**config.mk**
```make
export PLATFORM = sky130hd
export DESIGN_NAME = if_fetch_queue
export DESIGN_NICKNAME = d
export VERILOG_FILES = /design/src/rtl/if_pkg.sv /design/src/rtl/sync_fifo.sv /design/src/rtl/if_fetch_queue.sv
export SDC_FILE = /design/constraint.sdc
export NUM_CORES = 1
export LEC_CHECK = 0
export CAP_MARGIN = 0
export CORE_ASPECT_RATIO = 1.75
export CORE_MARGIN = 1.5
export CORE_UTILIZATION = 45
export DETAILED_ROUTE_END_ITERATION = 10
export DONT_BUFFER_PORTS = 1
export HOLD_SLACK_MARGIN = 0.05
export SLEW_MARGIN = 40
export SYNTH_ARGS = -nofsm -noshare
export SYNTH_HDL_FRONTEND = slang
export SYNTH_SLANG_ARGS = --single-unit
```
**constraint.sdc**
```tcl
create_clock -name clk -period 3.2 [get_ports clk]
set_input_delay 0.32 -clock clk [delete_from_list [all_inputs] [get_ports clk]]
set_output_delay 0.32 -clock clk [all_outputs]
set_load 0.05 [all_outputs]
```
**src/rtl/if_pkg.sv**
```systemverilog
// Shared definitions for the instruction-fetch front end and its consumers in ID.
package if_pkg;

    localparam logic [31:0] IF_RESET_PC = 32'h1c00_0000;

    // Word-sized read encoding on the inst_sram bus.
    localparam logic [1:0]  IF_SIZE_WORD = 2'b10;

    // Exception-bus bit that ID raises for an address-error-fetch.
    localparam int          EBUS_ADEF_BIT = 6;

    typedef struct packed {
        logic [31:0] pc;
        logic [31:0] inst;
        logic        adef;
    } if_entry_t;

endpackage

```
**src/rtl/sync_fifo.sv**
```systemverilog
// Single-clock FIFO with explicit occupancy count and a synchronous flush.
module sync_fifo #(
    parameter int WIDTH = 32,
    parameter int DEPTH = 4
) (
    input  logic                       clk,
    input  logic                       flush,
    input  logic                       push,
    input  logic [WIDTH-1:0]           din,
    input  logic                       pop,
    output logic [WIDTH-1:0]           dout,
    output logic [$clog2(DEPTH+1)-1:0] count,
    output logic                       full,
    output logic                       empty
);
    localparam int AW = (DEPTH > 1) ? $clog2(DEPTH) : 1;
    localparam int CW = $clog2(DEPTH + 1);

    logic [WIDTH-1:0] mem_q [DEPTH];
    logic [AW-1:0]    wr_ptr_q, wr_ptr_d;
    logic [AW-1:0]    rd_ptr_q, rd_ptr_d;
    logic [CW-1:0]    count_q, count_d;
    logic             do_push, do_pop;

    function automatic logic [AW-1:0] ptr_inc(input logic [AW-1:0] p);
        return (p == AW'(DEPTH - 1)) ? '0 : p + AW'(1);
    endfunction

    // NOTE: every variable gets a default at the top of the block so no path leaves it unassigned (no latch).
    always_comb begin
        full     = (count_q == CW'(DEPTH));
        empty    = (count_q == '0);
        do_pop   = pop & ~empty;
        do_push  = push & (~full | do_pop);
        wr_ptr_d = wr_ptr_q;
        rd_ptr_d = rd_ptr_q;
        count_d  = count_q;
        if (flush) begin
            wr_ptr_d = '0;
            rd_ptr_d = '0;
            count_d  = '0;
        end else begin
            if (do_push) wr_ptr_d = ptr_inc(wr_ptr_q);
            if (do_pop)  rd_ptr_d = ptr_inc(rd_ptr_q);
            count_d = count_q + CW'(do_push) - CW'(do_pop);
        end
    end

    // NOTE: state registers use non-blocking assignment so all flops update together at the edge.
    always_ff @(posedge clk) begin
        wr_ptr_q <= wr_ptr_d;
        rd_ptr_q <= rd_ptr_d;
        count_q  <= count_d;
    end

    // NOTE: storage is deliberately not reset; the count alone decides which entries are valid.
    always_ff @(posedge clk) begin
        if (do_push && !flush) mem_q[wr_ptr_q] <= din;
    end

    assign dout  = mem_q[rd_ptr_q];
    assign count = count_q;

endmodule

```
**src/rtl/if_fetch_queue.sv**
```systemverilog
// Multi-outstanding instruction fetch with a PC-tracking pending FIFO and an
// instruction queue in front of ID; redirects flush younger state and drop stale responses.
module if_fetch_queue
    import if_pkg::*;
#(
    parameter int          DEPTH    = 4,
    parameter int          MAX_OS   = 4,
    parameter logic [31:0] RESET_PC = IF_RESET_PC
) (
    input  logic        clk,
    input  logic        reset,
    output logic        inst_sram_req,
    output logic        inst_sram_wr,
    output logic [1:0]  inst_sram_size,
    output logic [31:0] inst_sram_addr,
    output logic [3:0]  inst_sram_wstrb,
    output logic [31:0] inst_sram_wdata,
    input  logic        inst_sram_addr_ok,
    input  logic        inst_sram_data_ok,
    input  logic [31:0] inst_sram_rdata,
    input  logic        fetch_stall,
    input  logic        redirect_valid,
    input  logic [31:0] redirect_pc,
    output logic        out_valid,
    input  logic        out_ready,
    output logic [31:0] out_pc,
    output logic [31:0] out_inst,
    output logic        out_adef
);
    localparam int CW = $clog2(MAX_OS + 1);
    localparam int QW = $bits(if_entry_t);

    logic [31:0] fetch_pc_q, fetch_pc_d;
    logic [CW-1:0] inflight_q, inflight_d;
    logic [CW-1:0] discard_q, discard_d;
    logic halted_q, halted_d;

    logic [31:0] pend_dout;
    logic [CW-1:0] pend_count;
    logic pend_full, pend_empty;

    logic [$clog2(DEPTH+1)-1:0] q_count;
    logic q_full, q_empty, q_push, q_pop, q_flush;
    logic [QW-1:0] q_din_bits, q_dout_bits;
    if_entry_t q_din, q_head;

    logic accept, resp_live, adef_fire;

    always_comb begin
        inst_sram_req = ~reset & ~redirect_valid & ~fetch_stall & ~halted_q
                      & (fetch_pc_q[1:0] == 2'b00)
                      & (inflight_q < CW'(MAX_OS))
                      & ~pend_full
                      & (32'(inflight_q) + 32'(q_count) < 32'(DEPTH));
        accept    = inst_sram_req & inst_sram_addr_ok;
        resp_live = inst_sram_data_ok & (discard_q == '0);
        adef_fire = (fetch_pc_q[1:0] != 2'b00) & ~halted_q & (inflight_q == '0)
                  & ~q_full & ~redirect_valid;

        q_push  = resp_live | adef_fire;
        q_pop   = out_valid & out_ready;
        q_flush = reset | redirect_valid;
        q_din   = adef_fire ? '{pc: fetch_pc_q, inst: 32'h0, adef: 1'b1}
                            : '{pc: pend_dout, inst: inst_sram_rdata, adef: 1'b0};
        q_din_bits = q_din;

        fetch_pc_d = fetch_pc_q;
        inflight_d = inflight_q;
        discard_d  = discard_q;
        halted_d   = halted_q;
        if (redirect_valid) begin
            fetch_pc_d = redirect_pc;
            halted_d   = 1'b0;
            inflight_d = '0;
            // Every live request becomes a discard; a response this cycle retires one of them either way.
            discard_d  = discard_q + inflight_q - CW'(inst_sram_data_ok);
        end else begin
            if (accept)    fetch_pc_d = fetch_pc_q + 32'd4;
            if (adef_fire) halted_d   = 1'b1;
            inflight_d = inflight_q + CW'(accept) - CW'(resp_live);
            discard_d  = discard_q - CW'(inst_sram_data_ok & ~resp_live);
        end
    end

    always_ff @(posedge clk) begin
        if (reset) begin
            fetch_pc_q <= RESET_PC;
            inflight_q <= '0;
            discard_q  <= '0;
            halted_q   <= 1'b0;
        end else begin
            fetch_pc_q <= fetch_pc_d;
            inflight_q <= inflight_d;
            discard_q  <= discard_d;
            halted_q   <= halted_d;
        end
    end

    sync_fifo #(.WIDTH(32), .DEPTH(MAX_OS)) u_pending (
        .clk   (clk),
        .flush (reset),
        .push  (accept),
        .din   (fetch_pc_q),
        .pop   (inst_sram_data_ok),
        .dout  (pend_dout),
        .count (pend_count),
        .full  (pend_full),
        .empty (pend_empty)
    );

    sync_fifo #(.WIDTH(QW), .DEPTH(DEPTH)) u_queue (
        .clk   (clk),
        .flush (q_flush),
        .push  (q_push),
        .din   (q_din_bits),
        .pop   (q_pop),
        .dout  (q_dout_bits),
        .count (q_count),
        .full  (q_full),
        .empty (q_empty)
    );

    assign q_head    = if_entry_t'(q_dout_bits);
    assign out_valid = ~q_empty;
    assign out_pc    = q_head.pc;
    assign out_inst  = q_head.inst;
    assign out_adef  = q_head.adef & out_valid;

    assign inst_sram_wr    = 1'b0;
    assign inst_sram_size  = IF_SIZE_WORD;
    assign inst_sram_addr  = fetch_pc_q;
    assign inst_sram_wstrb = 4'h0;
    assign inst_sram_wdata = 32'h0;

`ifndef SYNTHESIS
    a_data_ok_empty: assert property (@(posedge clk) disable iff (reset)
        !(inst_sram_data_ok && pend_empty));
    a_addr_ok_no_req: assert property (@(posedge clk) disable iff (reset)
        !(inst_sram_addr_ok && !inst_sram_req));
    a_queue_overflow: assert property (@(posedge clk) disable iff (reset)
        !(q_push && q_full && !q_pop && !redirect_valid));
    a_pending_tracks: assert property (@(posedge clk) disable iff (reset)
        (inflight_q + discard_q == pend_count));
`endif

endmodule

```
==> parameters.txt <==
Parameter                              Value

Synthesis
  Async set or reset register ratio after synthesis    0
  Post-synthesis cell area    around 0.018 mm²
  Commonest register cell after synthesis    sky130_fd_sc_hd__edfxtp_1
  Number of register bits inferred by synthesis    445
  Number of warnings reported in the yosys synthesis log    0
  Post-synth cell types    67
  Number of instances in the synthesized netlist    slightly above 1k
  Post-synthesis average cell area    between 15 and 20 µm²
  Fraction of the yosys area taken by sequential cells    0.703
  Count of flip-flops with a built-in enable after synthesis    slightly below 400

Worst setup path
  Critical path start-end classification    reg2out
  Data required time at the worst endpoint    2.88 ns
  Critical path's slowest cell    sky130_fd_sc_hd__and4_1
  Length in cells of the worst reg-to-reg path    12
  Worst Setup Start Kind    flip-flop
  Cell breakdown of the critical path    ha_1, nor4_2, and4_1, and2_1
  Delay of the slowest critical-path stage    around 0.53 ns
  Max Fanout on Critical Path    11
  Crit path DAT    2.69 ns
  Kind of end point of the critical path    output pin
  Reg2Reg Setup Slack    0.29 ns

CTS
  TritonCTS clock tree    done
  Num CTS Buffers    40
  Number of buffers between clock root and the deepest sink    3
  Clk sinks    445
  Insertion delay of the later-clocked pin in the worst-skew pair    0.54 ns
  Clock Pin Slew Worst Setup and Hold Paths    0.07 ns
  CTS H-Tree Depth    2
  Buffer cell driving the clock tree root    sky130_fd_sc_hd__clkbuf_16

Power
  Cell Pwr Density    690 mW/mm²
  Overall power after layout    around 0.014 W
  Leakage component of the power    ~6.8 nW
  Largest vdd supply drop    454 µV

Die
  Placeable core region    around 0.04 mm²
  Horiz. Die Dim    about 160 µm
  Total die area    about 0.042 mm²
  Row Count    slightly below 100
  Die outline height    269 µm
  Count of boundary I/O pins    approximately 210
  Initial cell density of the core    0.456

Timing
  Max-slew violation count    0
  Final worst-path setup slack    a little under 0.2 ns
  Final setup fails    0
  F_max    ~330 MHz
  Post-route minimum period    3.01 ns
  Worst slew margin relative to its limit    0.479
  Total negative setup slack    0 ns
  Post-Route Skew    0.0124 ns
  Post-route clock period utilization    0.940
  Hold violation total from the final report    0
  Actual transition at the worst max-transition pin    roughly 0.78 ns

Routing
  Average vias per placed instance    between 5 and 6
  First-pass DRT Iterations    5
  Number of antenna-violating nets in the routed design    0
  Post-detailed-routing wire length    38200 µm
  DR vias    approximately 9.2k
  Initial drt markers    473
  Residual DRC    0
  Routed len/inst    between 20 and 25 µm

Place
  Place WS    between 0.2 and 0.25 ns
  Routability congestion estimate from global placement    between 0.9 and 1
  Number of buffers inserted by port buffering    0
  HPWL after DPL    around 25000 µm
  Placed Cells    roughly 1.5k

Layout
  Share of cells above drive strength 1    0.236
  Area delta synth->final    14.9%
  Area occupied by multi-input gates    roughly 0.0049 mm²
  Net total in the final layout    1215
  Number of standard cells in the layout, taps in and fillers out    roughly 1.6k
  Number of fillers in the final layout    between 3k and 4k
  Inserted Diodes    0
  Sequential cell area    about 0.013 mm²

Hold path
  Worst hold path cell count    1
  Kind of path behind the tightest hold check    in2reg

Outcome
  Result of the run    finished, final reports clean

Flow run
  Max-capacitance violation count    0

GRT
  First-pass GRT wire length    roughly 57000 µm
  Antenna violations before repair    0
  Total global routing track utilization    0.184
  Sum of overflow across all layers after global routing    0
  Number of global-route vias before repair    about 9.5k
  Pin count of the biggest net entering global routing    72
[metrics by stage]
step	utilization	hold WS (ns)	cell area, µm²
after floorplan	-	0.454	18300
after global placement	0.477	0.393	19000
after detailed placement	0.477	0.395	19000
after CTS	0.523	0.0534	20900
after global routing	0.524	0.0605	20900
final	0.524	0.0736	20900
[power breakdown]
group          switching, W  internal (W)  total (W)
Combinational       0.00172      0.000914    0.00263
Clock               0.00205       0.00287    0.00492
Sequential         0.000140       0.00672    0.00686
Total               0.00391        0.0105     0.0144
[cell type report]
cell class	count	area share
Clock buffer	48	0.0513
Clock inverter	24	0.0126
Inverter	29	0.00521
Multi-Input combinational cell	491	0.236
Sequential cell	445	0.612
Tap cell	495	0.0296
Timing Repair Buffer	109	0.0527
[cells in the mapped netlist, types with 3 or more instances]
cell                       number  area, µm²
sky130_fd_sc_hd__buf_1          5       18.8
sky130_fd_sc_hd__o31a_1         3       26.3
sky130_fd_sc_hd__xnor2_1       14        123
sky130_fd_sc_hd__and4_1         7       61.3
sky130_fd_sc_hd__or3_1          6       37.5
sky130_fd_sc_hd__edfxtp_1     388      11700
sky130_fd_sc_hd__inv_1         27        101
sky130_fd_sc_hd__mux4_2        97       2180
sky130_fd_sc_hd__a311oi_1       4       35.0
sky130_fd_sc_hd__nand3_1        8       40.0
sky130_fd_sc_hd__o211ai_1       5       37.5
sky130_fd_sc_hd__buf_4         40        300
sky130_fd_sc_hd__a21oi_1       23        115
sky130_fd_sc_hd__nor2_1        29        109
sky130_fd_sc_hd__nand4_1       12       75.1
sky130_fd_sc_hd__fa_1           4       80.1
sky130_fd_sc_hd__ha_1          24        300
sky130_fd_sc_hd__a32oi_1        3       26.3
sky130_fd_sc_hd__and2_1        44        275
sky130_fd_sc_hd__nand2_1       34        128
sky130_fd_sc_hd__nor3_1         9       45.0
sky130_fd_sc_hd__or4_1          6       45.0
sky130_fd_sc_hd__a211oi_1       8       60.1
sky130_fd_sc_hd__nor4_2         4       50.1
sky130_fd_sc_hd__and3_1        11       68.8
sky130_fd_sc_hd__clkbuf_1      25       93.8
sky130_fd_sc_hd__mux2i_1        5       50.1
sky130_fd_sc_hd__a31oi_1        7       43.8
sky130_fd_sc_hd__o21ai_0       14       70.1
sky130_fd_sc_hd__o31ai_1        4       30.0
sky130_fd_sc_hd__dfxtp_1       57       1140
sky130_fd_sc_hd__mux2_2        27        304
sky130_fd_sc_hd__buf_2         17       85.1
[path summary, 6_finish.rpt]
path | startpoint | end
worst min-delay path | inst_sram_rdata[22] | u_queue.mem_q[2][23]
worst max-delay path | inflight_q[2] | inst_sram_req
worst min register to register | u_queue.rd_ptr_q[1] | flip-flop
worst max register to register | inflight_q[2] | inflight_q[2]
[worst max-delay path: cells and delay by family, from the launching register on]
family	cells	cell delay (ns)
fa+ha+maj	1	0.29
flops	1	0.48
simple gates	3	1.38
[registers in the layout (all words and copies together) (netlist names), named ones only]
name and cells:
inflight_q 3, u_queue.count 3, u_pending.count 3, u_queue.mem_q 260
u_pending.rd_ptr_q 2, u_pending.mem_q 128, u_pending.wr_ptr_q 2, halted_q 1
inst_sram_addr 32, discard_q 3, u_queue.wr_ptr_q 2, u_queue.rd_ptr_q 2
[cells in the final DEF (no fill, tap or decap), types with 5 or more instances in the layout]
cell and n:
sky130_fd_sc_hd__dfxtp_1 54, sky130_fd_sc_hd__a21oi_1 23, sky130_fd_sc_hd__clkinv_2 8, sky130_fd_sc_hd__bufinv_16 6, sky130_fd_sc_hd__o211ai_1 5, sky130_fd_sc_hd__and4_1 7
sky130_fd_sc_hd__o21ai_0 14, sky130_fd_sc_hd__and2_1 44, sky130_fd_sc_hd__clkbuf_16 41, sky130_fd_sc_hd__mux2i_1 5, sky130_fd_sc_hd__buf_4 48, sky130_fd_sc_hd__inv_1 27
sky130_fd_sc_hd__a31oi_1 7, sky130_fd_sc_hd__buf_12 13, sky130_fd_sc_hd__mux4_2 97, sky130_fd_sc_hd__nand4_1 12, sky130_fd_sc_hd__xnor2_1 14, sky130_fd_sc_hd__nand3_1 8
sky130_fd_sc_hd__nand2_1 34, sky130_fd_sc_hd__clkbuf_1 5, sky130_fd_sc_hd__ha_1 24, sky130_fd_sc_hd__nor2_1 29, sky130_fd_sc_hd__or4_1 6, sky130_fd_sc_hd__or3_1 6
sky130_fd_sc_hd__clkinv_1 9, sky130_fd_sc_hd__conb_1 39, sky130_fd_sc_hd__nor3_1 9, sky130_fd_sc_hd__and3_1 7, sky130_fd_sc_hd__mux2_2 27, sky130_fd_sc_hd__edfxtp_1 388
sky130_fd_sc_hd__a211oi_1 8, sky130_fd_sc_hd__dlygate4sd3_1 48
[logic make-up (layout without fill, tap and decap cells)]
kind of cell	after synthesis	count (layout)	share of synthesized area
DFF	445	445	0.703
and+or+nand+nor	193	193	0.0626
muxes	129	129	0.139
buffers and inverters	118	210	0.0342
AOI/OAI and AO/OA	86	86	0.0318
adders and majority gates	28	28	0.0209
xor gates and xnor gates	16	16	0.00770
other	2	39	0.000413
[layer usage]
metal / vias to the layer above / track usage / part of all wire
li1: 4131 / - / -
met1: 4721 / 0.205 / 0.37
met3: 76 / 0.0333 / 0.047
met5: - / 0 / 0
met4: 0 / 0.0746 / 0.033
met2: 257 / 0.345 / 0.54
[repair_timing]
item,CTS,global route
hold endpoints to repair,119,0
resized for setup,0,0
buffers inserted,0,2
setup endpoints to repair,0,1
hold buffers,50,0
Power figures use the tool's default switching activity.
